$ cat src/rtl/uart_tx_report_pkg.sv
// Shared constants and state encodings for the UART status/readback transmitter.
package uart_tx_report_pkg;

    localparam logic [7:0] HEADER_BYTE  = 8'hA5;
    localparam int         TYPE_END_BIT = 0;
    localparam int         TYPE_REQ_BIT = 1;

    typedef enum logic [2:0] {
        F_IDLE = 3'd0,
        F_HDR  = 3'd1,
        F_TYP  = 3'd2,
        F_DAT  = 3'd3,
        F_CSM  = 3'd4,
        F_FIN  = 3'd5
    } frame_state_t;

    typedef enum logic [1:0] {
        B_IDLE  = 2'd0,
        B_START = 2'd1,
        B_BITS  = 2'd2,
        B_STOP  = 2'd3
    } byte_state_t;

    function automatic logic [7:0] make_type(input logic end_bit, input logic req_bit);
        logic [7:0] t;
        t               = 8'h00;
        t[TYPE_END_BIT] = end_bit;
        t[TYPE_REQ_BIT] = req_bit;
        return t;
    endfunction

endpackage

$ cat src/rtl/uart_tx_report_if.sv
// Trigger, RAM readback and serial/status signals of the report transmitter.
interface uart_tx_report_if;
    logic       end_flg;
    logic       req;
    logic [7:0] rd_addr;
    logic [7:0] rd_data;
    logic       tx;
    logic       busy;
    logic       done;

    modport master (output end_flg, req, rd_data, input rd_addr, tx, busy, done);
    modport slave  (input end_flg, req, rd_data, output rd_addr, tx, busy, done);
endinterface

$ cat src/rtl/uart_tx_report_byte.sv
// 8N1 byte serializer; ready rises in the last stop-bit cycle so bytes can run back-to-back.
module uart_tx_byte
    import uart_tx_report_pkg::*;
#(
    parameter int CLKS_PER_BIT = 5208
) (
    input  logic       clk,
    input  logic       rst,
    input  logic [7:0] data,
    input  logic       valid,
    output logic       ready,
    output logic       stop_next,
    output logic       tx
);
    localparam int            CW       = (CLKS_PER_BIT > 1) ? $clog2(CLKS_PER_BIT) : 1;
    localparam logic [CW-1:0] CNT_LAST = CW'(CLKS_PER_BIT - 1);

    byte_state_t   state_r;
    byte_state_t   state_s;
    logic [CW-1:0] cnt_r;
    logic [2:0]    bit_r;
    logic [7:0]    shift_r;
    logic          tx_r;
    logic          bit_end_s;
    logic          load_s;

    assign bit_end_s = (cnt_r == CNT_LAST);
    assign ready     = (state_r == B_IDLE) || ((state_r == B_STOP) && bit_end_s);
    assign load_s    = valid && ready;
    // stop_next marks the final cycle of bit 7, i.e. the stop bit begins at the next edge
    assign stop_next = (state_r == B_BITS) && (bit_r == 3'd7) && bit_end_s;
    assign tx        = tx_r;

    // State register
    always_ff @(posedge clk) begin
        if (rst) begin
            state_r <= B_IDLE;
        end else begin
            state_r <= state_s;
        end
    end

    // Next-state logic
    always_comb begin
        state_s = state_r;
        if (load_s) begin
            state_s = B_START;
        end else begin
            case (state_r)
                B_START: state_s = bit_end_s ? B_BITS : B_START;
                B_BITS:  state_s = stop_next ? B_STOP : B_BITS;
                B_STOP:  state_s = bit_end_s ? B_IDLE : B_STOP;
                default: state_s = B_IDLE;
            endcase
        end
    end

    // Bit timing, shift register and registered line output
    always_ff @(posedge clk) begin
        if (rst) begin
            cnt_r   <= {CW{1'b0}};
            bit_r   <= 3'd0;
            shift_r <= 8'h00;
            tx_r    <= 1'b1;
        end else if (load_s) begin
            cnt_r   <= {CW{1'b0}};
            bit_r   <= 3'd0;
            shift_r <= data;
            tx_r    <= 1'b0;
        end else if (state_r == B_IDLE) begin
            cnt_r <= {CW{1'b0}};
            tx_r  <= 1'b1;
        end else if (bit_end_s) begin
            cnt_r <= {CW{1'b0}};
            case (state_r)
                B_START: tx_r <= shift_r[0];
                B_BITS: begin
                    if (bit_r == 3'd7) begin
                        tx_r <= 1'b1;
                    end else begin
                        bit_r   <= bit_r + 3'd1;
                        shift_r <= shift_r >> 1;
                        tx_r    <= shift_r[1];
                    end
                end
                default: tx_r <= 1'b1;
            endcase
        end else begin
            cnt_r <= cnt_r + CW'(1);
        end
    end

endmodule

$ cat src/rtl/uart_tx_report.sv
// Frame sequencer: HEADER, TYPE, LEN RAM bytes and XOR checksum, with one-deep trigger pending.
module uart_tx_report
    import uart_tx_report_pkg::*;
#(
    parameter int         CLKS_PER_BIT = 5208,
    parameter int         LEN          = 16,
    parameter logic [7:0] HEADER       = HEADER_BYTE
) (
    input  logic                   clk,
    input  logic                   rst,
    uart_tx_report_if.slave        bus
);
    localparam logic [7:0] LAST_IDX = 8'(LEN - 1);

    frame_state_t state_r;
    frame_state_t state_s;
    logic         valid_s, ready_s, stop_next_s, tx_s, fetch_s;
    logic [7:0]   byte_s;
    logic         start_s, load_typ_s, load_dat_s, chain_s;
    logic         trig_r, pend_r, chain_r, cap1_r, cap2_r, busy_r, done_r;
    logic [7:0]   trig_type_r, pend_type_r, type_r, csum_r, idx_r, data_r, rd_addr_r;

    assign bus.rd_addr = rd_addr_r;
    assign bus.busy    = busy_r;
    assign bus.done    = done_r;
    assign bus.tx      = tx_s;
    // Prefetch the next data byte as the current byte enters its stop bit
    assign fetch_s = stop_next_s &&
                     ((state_r == F_TYP) || ((state_r == F_DAT) && (idx_r != LAST_IDX)));

    uart_tx_byte #(.CLKS_PER_BIT(CLKS_PER_BIT)) u_byte (
        .clk       (clk),
        .rst       (rst),
        .data      (byte_s),
        .valid     (valid_s),
        .ready     (ready_s),
        .stop_next (stop_next_s),
        .tx        (tx_s)
    );

    // Frame state register
    always_ff @(posedge clk) begin
        if (rst) begin
            state_r <= F_IDLE;
        end else begin
            state_r <= state_s;
        end
    end

    // Frame next-state and byte hand-off
    always_comb begin
        state_s    = state_r;
        valid_s    = 1'b0;
        byte_s     = 8'h00;
        start_s    = 1'b0;
        load_typ_s = 1'b0;
        load_dat_s = 1'b0;
        chain_s    = 1'b0;
        case (state_r)
            F_IDLE: begin
                if (trig_r) begin
                    valid_s = 1'b1; byte_s = HEADER; start_s = 1'b1; state_s = F_HDR;
                end else begin
                    state_s = F_IDLE;
                end
            end
            F_HDR: begin
                if (ready_s) begin
                    valid_s = 1'b1; byte_s = type_r; load_typ_s = 1'b1; state_s = F_TYP;
                end else begin
                    state_s = F_HDR;
                end
            end
            F_TYP: begin
                if (ready_s) begin
                    valid_s = 1'b1; byte_s = data_r; load_dat_s = 1'b1; state_s = F_DAT;
                end else begin
                    state_s = F_TYP;
                end
            end
            F_DAT: begin
                if (ready_s && (idx_r == LAST_IDX)) begin
                    valid_s = 1'b1; byte_s = csum_r; state_s = F_CSM;
                end else if (ready_s) begin
                    valid_s = 1'b1; byte_s = data_r; load_dat_s = 1'b1; state_s = F_DAT;
                end else begin
                    state_s = F_DAT;
                end
            end
            F_CSM: begin
                // A pending trigger chains the next HEADER straight after this stop bit
                if (ready_s && (pend_r || trig_r)) begin
                    valid_s = 1'b1; byte_s = HEADER; start_s = 1'b1; chain_s = 1'b1; state_s = F_FIN;
                end else if (ready_s) begin
                    state_s = F_FIN;
                end else begin
                    state_s = F_CSM;
                end
            end
            F_FIN: begin
                if (chain_r) begin
                    state_s = F_HDR;
                end else if (trig_r) begin
                    valid_s = 1'b1; byte_s = HEADER; start_s = 1'b1; state_s = F_HDR;
                end else begin
                    state_s = F_IDLE;
                end
            end
            default: state_s = F_IDLE;
        endcase
    end

    // Trigger capture, pending merge, checksum, index, RAM prefetch and status outputs
    always_ff @(posedge clk) begin
        if (rst) begin
            trig_r      <= 1'b0;
            trig_type_r <= 8'h00;
            pend_r      <= 1'b0;
            pend_type_r <= 8'h00;
            type_r      <= 8'h00;
            csum_r      <= 8'h00;
            idx_r       <= 8'h00;
            data_r      <= 8'h00;
            rd_addr_r   <= 8'h00;
            cap1_r      <= 1'b0;
            cap2_r      <= 1'b0;
            chain_r     <= 1'b0;
            busy_r      <= 1'b0;
            done_r      <= 1'b0;
        end else begin
            trig_r      <= bus.end_flg | bus.req;
            trig_type_r <= make_type(bus.end_flg, bus.req);
            if (start_s) begin
                type_r      <= pend_type_r | trig_type_r;
                pend_r      <= 1'b0;
                pend_type_r <= 8'h00;
            end else if (trig_r) begin
                pend_r      <= 1'b1;
                pend_type_r <= pend_type_r | trig_type_r;
            end
            if (start_s) begin
                csum_r <= 8'h00;
                idx_r  <= 8'hFF;
            end else if (load_typ_s) begin
                csum_r <= type_r;
            end else if (load_dat_s) begin
                csum_r <= csum_r ^ data_r;
                idx_r  <= idx_r + 8'd1;
            end
            if ((state_r == F_IDLE) || (state_r == F_FIN)) begin
                rd_addr_r <= 8'h00;
            end else if (fetch_s) begin
                rd_addr_r <= idx_r + 8'd1;
            end
            cap1_r <= fetch_s;
            cap2_r <= cap1_r;
            if (cap2_r) begin
                data_r <= bus.rd_data;
            end
            chain_r <= chain_s;
            busy_r  <= (state_s == F_HDR) || (state_s == F_TYP) ||
                       (state_s == F_DAT) || (state_s == F_CSM);
            done_r  <= (state_s == F_FIN);
        end
    end

endmodule

$ cat src/flat_wrapper.sv
// flat-port wrapper written by rule: the top's interface ports become plain ports
module uart_tx_report_flat import uart_tx_report_pkg::*;
#(
    parameter int         CLKS_PER_BIT = 5208,
    parameter int         LEN          = 16,
    parameter logic [7:0] HEADER       = HEADER_BYTE
)
  (clk, rst, bus_end_flg, bus_req, bus_rd_data, bus_rd_addr, bus_tx, bus_busy, bus_done);
  uart_tx_report_if bus_i ();
  input  logic clk;
  input  logic rst;
  input wire logic [$bits(bus_i.end_flg)-1:0] bus_end_flg;
  input wire logic [$bits(bus_i.req)-1:0] bus_req;
  input wire logic [$bits(bus_i.rd_data)-1:0] bus_rd_data;
  output wire logic [$bits(bus_i.rd_addr)-1:0] bus_rd_addr;
  output wire logic [$bits(bus_i.tx)-1:0] bus_tx;
  output wire logic [$bits(bus_i.busy)-1:0] bus_busy;
  output wire logic [$bits(bus_i.done)-1:0] bus_done;
  assign bus_i.end_flg = bus_end_flg;
  assign bus_i.req = bus_req;
  assign bus_i.rd_data = bus_rd_data;
  assign bus_rd_addr = bus_i.rd_addr;
  assign bus_tx = bus_i.tx;
  assign bus_busy = bus_i.busy;
  assign bus_done = bus_i.done;
  uart_tx_report #(.CLKS_PER_BIT(CLKS_PER_BIT), .LEN(LEN), .HEADER(HEADER)) u_core (.clk(clk), .rst(rst), .bus(bus_i));
endmodule
$ cat config.mk
export PLATFORM = sky130hd
export DESIGN_NAME = uart_tx_report_flat
export DESIGN_NICKNAME = d
export VERILOG_FILES = /design/src/rtl/uart_tx_report_pkg.sv /design/src/rtl/uart_tx_report_if.sv /design/src/rtl/uart_tx_report_byte.sv /design/src/rtl/uart_tx_report.sv /design/src/flat_wrapper.sv
export SDC_FILE = /design/constraint.sdc
export NUM_CORES = 1
export LEC_CHECK = 0
export ABC_AREA = 1
export CORE_MARGIN = 2
export CORE_UTILIZATION = 40
export CTS_BUF_LIST = sky130_fd_sc_hd__clkbuf_16
export DETAILED_ROUTE_END_ITERATION = 10
export PLACE_DENSITY = 0.54
export SLEW_MARGIN = 20
export SYNTH_ARGS = -nofsm -noshare
export SYNTH_HDL_FRONTEND = slang
export SYNTH_HIERARCHICAL = 1
export SYNTH_SLANG_ARGS = --single-unit
$ cat constraint.sdc
create_clock -name clk -period 3.1 [get_ports clk]
set_clock_uncertainty 0.1 [all_clocks]
set_input_delay 0.62 -clock clk [delete_from_list [all_inputs] [get_ports clk]]
set_output_delay 0.62 -clock clk [all_outputs]
set_load 0.05 [all_outputs]
-- Word-level counts from Yosys, hierarchy flattened
Index checks and enable logic that the tools add are counted.
- bits in registers: 93
- input bits: 12
- output and inout bits: 11
- logic and storage cells: 127
- add/sub/neg operators: 3
- equal/unequal tests: 20
- multiplexer cells: 45
- bitwise operators: 6
- reduce and logical (&&, ||, !) cells: 31
- operators by type and width (cell ; number):
    2-to-1 mux 8 bit ; 16
    one-hot mux 8 bit (6 select lines) ; 1
    one-hot mux 3 bit (6 select lines) ; 1
    2-to-1 mux 1 bit ; 17
    == test 3 bit (second input constant) ; 5
    adder 13 x 1 -> 13 bit (second input constant) ; 1
    == test 13 bit (second input constant) ; 1
    == test 3 x 2 -> 1 bit (second input constant) ; 4
    OR reduction 2 bit ; 5
    adder 8 x 1 -> 8 bit (second input constant) ; 1
    == test 8 x 4 -> 1 bit (second input constant) ; 1
    logical AND 1 bit ; 8
    != test 8 x 4 -> 1 bit (second input constant) ; 1
    bitwise OR 8 bit ; 1
    AND reduction 4 bit ; 2
    nonzero test 2 bit ; 4
    XOR 8 bit ; 1
    logical OR 1 bit ; 7
    == test 3 x 1 -> 1 bit (second input constant) ; 2
    2-to-1 mux 2 bit ; 3
    2-to-1 mux 3 bit ; 2
    one-hot mux 2 bit (3 select lines) ; 1
    one-hot mux 1 bit (5 select lines) ; 1
    == test 2 bit (second input constant) ; 2
    other kinds (13) ; 17

-- Logic depth before layout (Yosys ltp)
- depth in word-level cells: 10
- mapped depth: 18
- depth with buffers taken out: 16

-- By module
The synthesis kept the hierarchy.
- modules (own cells, without submodules) (module ; times used ; cells each ; area each (um2) ; seq. area each (um2)):
    uart_tx_report ; 1 ; 321 ; 2316.0 ; 960.9
    uart_tx_byte ; 1 ; 194 ; 1488.9 ; 540.5

-- Least setup slack after synthesis
Ideal clock, no wire load.
- kind: flip-flop to flip-flop
- from: reg u_core.u_byte.cnt_r[0]
- to: reg u_core.u_byte.shift_r[2]
- setup time: 0.120 ns
- data arrival time: 2.300 ns
- data required time: 2.880 ns
- path slack: 0.579 ns
- stages on the path, launching flop included: 18
- buffers on the path: 3
- clock period less this slack: 2.521 ns
- cells stage by stage: dfxtp_1 ha_1 nand2_2 nor2_2 nand3_4 o21ai_4 buf_2 nand2_4 nor2_4 inv_1 nand2_1 a21oi_1 a21oi_1 buf_4 nand3_4 buf_6 o21ai_0 a21oi_2
- word-level cells in the longest chain between the ends: 9
- elaborated cells between the ends (all ways): 21
- classes of those cells: eq/ne: 3; mux: 10; reduce/logical: 8
- ends and longest elaborated chain (item ; RTL line ; source):
    start, declared ; uart_tx_report_byte.sv:20 ; logic [CW-1:0] cnt_r;
    start signal, assigned ; uart_tx_report_byte.sv:61 ; cnt_r <= {CW{1'b0}};
    start signal, assigned ; uart_tx_report_byte.sv:66 ; cnt_r <= {CW{1'b0}};
    start signal, assigned ; uart_tx_report_byte.sv:71 ; cnt_r <= {CW{1'b0}};
    == test 13 bit * ; uart_tx_report_byte.sv:27 ; assign bit_end_s = (cnt_r == CNT_LAST);
    logical AND 1 bit * ; uart_tx_report_byte.sv:28 ; assign ready = (state_r == B_IDLE) || ((state_r == B_STOP) && bit_end_s);
    logical OR 1 bit * ; uart_tx_report_byte.sv:28 ;
    named net u_core.ready_s ; uart_tx_report.sv:17 ; logic valid_s, ready_s, stop_next_s, tx_s, fetch_s;
    2-to-1 mux 1 bit, or another cell as far along ; uart_tx_report.sv:68, uart_tx_report.sv:75, uart_tx_report.sv:84 ;
    2-to-1 mux 1 bit, on equally long branches ; uart_tx_report.sv:82, uart_tx_report.sv:92 ;
    one-hot mux 1 bit (5 select lines) * ; uart_tx_report.sv:59 ; case (state_r)
    named net u_core.valid_s ; uart_tx_report.sv:17 ;
    logical AND 1 bit * ; uart_tx_report_byte.sv:29 ; assign load_s = valid && ready;
    != test 2 bit (no source line) or nonzero test 2 bit (tied branches) ; -- ;
    AND reduction 4 bit (no source line) ; -- ;
    end signal, assigned ; uart_tx_report_byte.sv:68 ; shift_r <= data;
    end signal, assigned ; uart_tx_report_byte.sv:82 ; shift_r <= shift_r >> 1;
    end, declared ; uart_tx_report_byte.sv:22 ; logic [7:0] shift_r;
Mark *: on every way through the listed nets, which the timed path passes. The rest lies on a longest branch.
A chain may end at the register's enable or synchronous reset.

-- Final worst setup path
- from: reg u_core.u_byte.cnt_r[0]
- to: reg u_core.u_byte.shift_r[3]
Same word-level chain as after synthesis.

==> flow_summary_export.csv <==
group,metric,value,unit
final_layout,stdcell_area,0.004473,mm²
critical_path,critPathArrivalTime,2750,ps
timing,fmax,379.5,MHz
drt,via_per_inst,4.731,
timing,post-route-period-util,0.8500,
critical_path,r2r_start,"u_core/u_byte/cnt_r[0]",
floorplan,start_util,0.4118,
clocking,clock-sinks,75,
critical_path,cpMaxStageDelayCell,"dfxtp_1",
logic_synthesis,ys_warn_count,6,
floorplan,coreArea,0.009240,mm²
global_route,grt_first_pass_wirelength,14130,µm
critical_path,max_stage_delay,350,ps
min_path,min_from,"u_core/cap1_r",
clocking,cts_tree,"done",
drt,ant_nets,0,
pwr,power_frac_clock,0.352,
clocking,cts_made_buffers,9,
place,portBuffers,22,
logic_synthesis,yosysSeqAreaShare,0.3946,
pwr,cellPowerDensity,732.6,mW/mm²
timing,holdWs,312.0,ps
drt,drtIter0Drc,131,
logic_synthesis,yosysTopAreaCellShare,0.3946,
timing,final_max_slew_viol_count,0,
min_path,hold_end,"u_core/cap2_r",
pwr,p_sw_frac,0.3312,
final_layout,area_growth,17.56,%
final_layout,final_common_cell,"nand2_1",
timing,fin_setup_tns,0,ps
floorplan,die-width,101.5,µm
timing,rsz0062_at_grt,"no",
critical_path,start_kind,"register",
drt,dr.pass1.iters,4,
logic_synthesis,synth_seq_cells,75,
logic_synthesis,ys_types,42,
global_route,grt_max_degree,19,
pwr,seqPwrFrac,0.354,
drt,postRouteWirelength,8201,µm
logic_synthesis,yosysTopAreaCell,"dfxtp_1",
drt,wl_per_cell,12.11,µm
logic_synthesis,syn_nets,536,
logic_synthesis,synthesis.area,0.003805,mm²
critical_path,path_max_fanout,18,
min_path,worst_hold_path.num_cells,2,
place,dpl_cell_area,0.004138,mm²
drt,post-route-drc-count,0,
pwr,combPwrFrac,0.294,
critical_path,cp_common_cell,"nand2_1",
critical_path,path_cells,"ha_1, nand2_2, nor2_2, nand3_4, o21ai_4, nand2_4, nor2_4, inv_1, nand2_1, a21oi_1, a21oi_1, nand3_4, nand2_1, nand3_1, nand2_1, inv_1",
final_layout,layout_common_cells,"nand2_1, dfxtp_1, nor2_1",
critical_path,cp.required,3220,ps
clocking,clk_pin_slew_worst_paths,60,ps
final_layout,nets,564,
global_route,antenna_found_initial,0,
floorplan,die_height,101.5,µm
job,cap_violations,0,
outcome,status,"finished clean",
pwr,leakagePower,1.909,nW
timing,finalCriticalPeriod,2635,ps
logic_synthesis,ys_async_sr_fraction,0,
critical_path,end_kind,"register",
pwr,p_sw,1.085,mW
critical_path,path_class,"reg -> reg",
place,hpwlAfterDp,6105,µm
critical_path,reg2reg_setup_slack,460,ps
critical_path,r2r_cells,16,
pwr,internal_power,2.192,mW
logic_synthesis,postSynthCellCount,515,
timing,slew_headroom,0.6637,
critical_path,r2r_end,"u_core/u_byte/shift_r[3]",
logic_synthesis,yosys-top-cells-area,"dfxtp_1, nand2_1, nor2_1, nand3_1, a21oi_1",
clocking,cts_buffer_depth,2,
logic_synthesis,synth_area_per_cell,7.388,µm²
timing,worst_pin_slew,503.3,ps
place,gp_congestion,0.8397,
global_route,grt_use_total,0.1742,
logic_synthesis,synth_edf_count,0,
clocking,post_cts_resized,0,
final_layout,insertedDiodeCount,0,
clocking,worstSkewPairLatency,330,ps
global_route,grt_overflow,0,
floorplan,std_cell_rows,35,
clocking,cts_hold_buf,0,
global_route,grt_pass1_vias,3052,
floorplan,die_area,0.01031,mm²
pwr,peakVddDrop,0.0003970,V
final_layout,drive_above_1_share,0.1204,
floorplan,io_pins,23,
timing,final-hold-violation-count,0,
clocking,cts_setup_buffers,0,
clocking,htree_levels,3,
clocking,cts_root_buffer,"clkbuf_16",
timing,setup_viol,0,
drt,num_vias,3203,
min_path,min_path_type,"reg -> reg",
logic_synthesis,ys.flop_type,"dfxtp_1",
==> Yosys cell counts, types with 2 or more instances <==
master / count
or2_2: 2
nand3_4: 2
nor2_2: 8
nor2_1: 69
nand2_4: 4
xor2_1: 12
nand2_1: 101
a21oi_1: 39
o21ai_0: 17
dfxtp_1: 75
a22o_1: 3
nand3_2: 6
nor3_1: 7
buf_4: 3
clkinv_1: 2
buf_2: 3
nor2_4: 5
nand3_1: 49
o21a_1: 3
o211ai_1: 2
nand2_2: 7
buf_6: 4
ha_1: 9
inv_2: 6
nand3b_1: 3
nand4_1: 7
inv_1: 52
==> cells by family after synthesis <==
kind of cell    count (synthesis)  synth area share
compound gates                 72            0.1095
fa+ha+maj                       9           0.02960
xor+xnor                       13           0.02992
flops                          75            0.3946
simple gates                  274            0.3505
buf+inv                        72           0.08582
==> worst max-delay path, delay by kind of cell (launching register included) <==
family / cells / cell delay (ps)
AO/OA/AOI/OAI: 3 / 610
buffers and inverters: 2 / 100
adder cells (fa/ha/maj): 1 / 190
AND/OR/NAND/NOR: 10 / 1180
flip-flops: 1 / 350
==> layer usage <==
| layer | track usage | wire length [µm] | up-vias |
|---|---|---|---|
| li1 | - | - | 1716 |
| met1 | 0.2300 | 4125 | 1447 |
| met2 | 0.2778 | 3849 | 38 |
| met3 | 0.03589 | 180 | 2 |
| met4 | 0.07069 | 46 | 0 |
| met5 | 0 | 0 | - |
==> stage by stage <==
step / worst slack, ps / power, mW / cells / util
finish: 464.8 / 3.277 / 677 / 0.4841
floorplan: 579.3 / 1.969 / 515 / -
global placement: 547.5 / 2.136 / 661 / 0.4478
CTS: 456.1 / 3.318 / 677 / 0.4841
detailed placement: 471.0 / 2.145 / 661 / 0.4478
global route: 187.7 / 3.494 / 677 / 0.4841
==> how the worst max path moves through the flow <==
stage                                       from  slack (ps)                        to
after global placement    u_core/u_byte/cnt_r[0]         550  u_core/u_byte/shift_r[3]
final                     u_core/u_byte/cnt_r[0]         460  u_core/u_byte/shift_r[3]
after floorplan           u_core/u_byte/cnt_r[0]         580  u_core/u_byte/shift_r[2]
after CTS                 u_core/u_byte/cnt_r[0]         460  u_core/u_byte/shift_r[3]
after detailed placement  u_core/u_byte/cnt_r[0]         470  u_core/u_byte/shift_r[3]
after global routing      u_core/u_byte/cnt_r[0]         190  u_core/u_byte/shift_r[3]
==> final cells by class <==
type	count	area, µm²
Inverter	60	225.2
Clock buffer	9	225.2
Clock inverter	7	110.1
Sequential cell	75	1501
Fill cell	934	4767
Tap cell	129	161.4
Timing Repair Buffer	29	272.8
Multi-Input combinational cell	368	1977
==> flip-flops by register name, summed over array words and instances, names as in the netlist <==
signal,flops
u_core/u_byte/cnt_r,13
u_core/bus.rd_addr,8
u_core/csum_r,8
u_core/data_r,8
u_core/idx_r,8
u_core/u_byte/shift_r,8
u_core/state_r,3
u_core/u_byte/bit_r,3
u_core/pend_type_r,2
u_core/trig_type_r,2
u_core/type_r,2
u_core/u_byte/state_r,2
u_core/bus.busy,1
u_core/bus.done,1
u_core/cap1_r,1
u_core/cap2_r,1
u_core/chain_r,1
u_core/pend_r,1
u_core/trig_r,1
u_core/u_byte/tx,1
==> power by group through the flow <==
stage	combinational (mW)	clock [mW]	sequential, mW
CTS	0.970	1.19	1.16
floorplan	0.774	0	1.19
finish	0.962	1.15	1.16
global placement	0.958	0	1.18
global route	1.09	1.23	1.17
detailed placement	0.965	0	1.18
(Power assumes the default switching activity.)
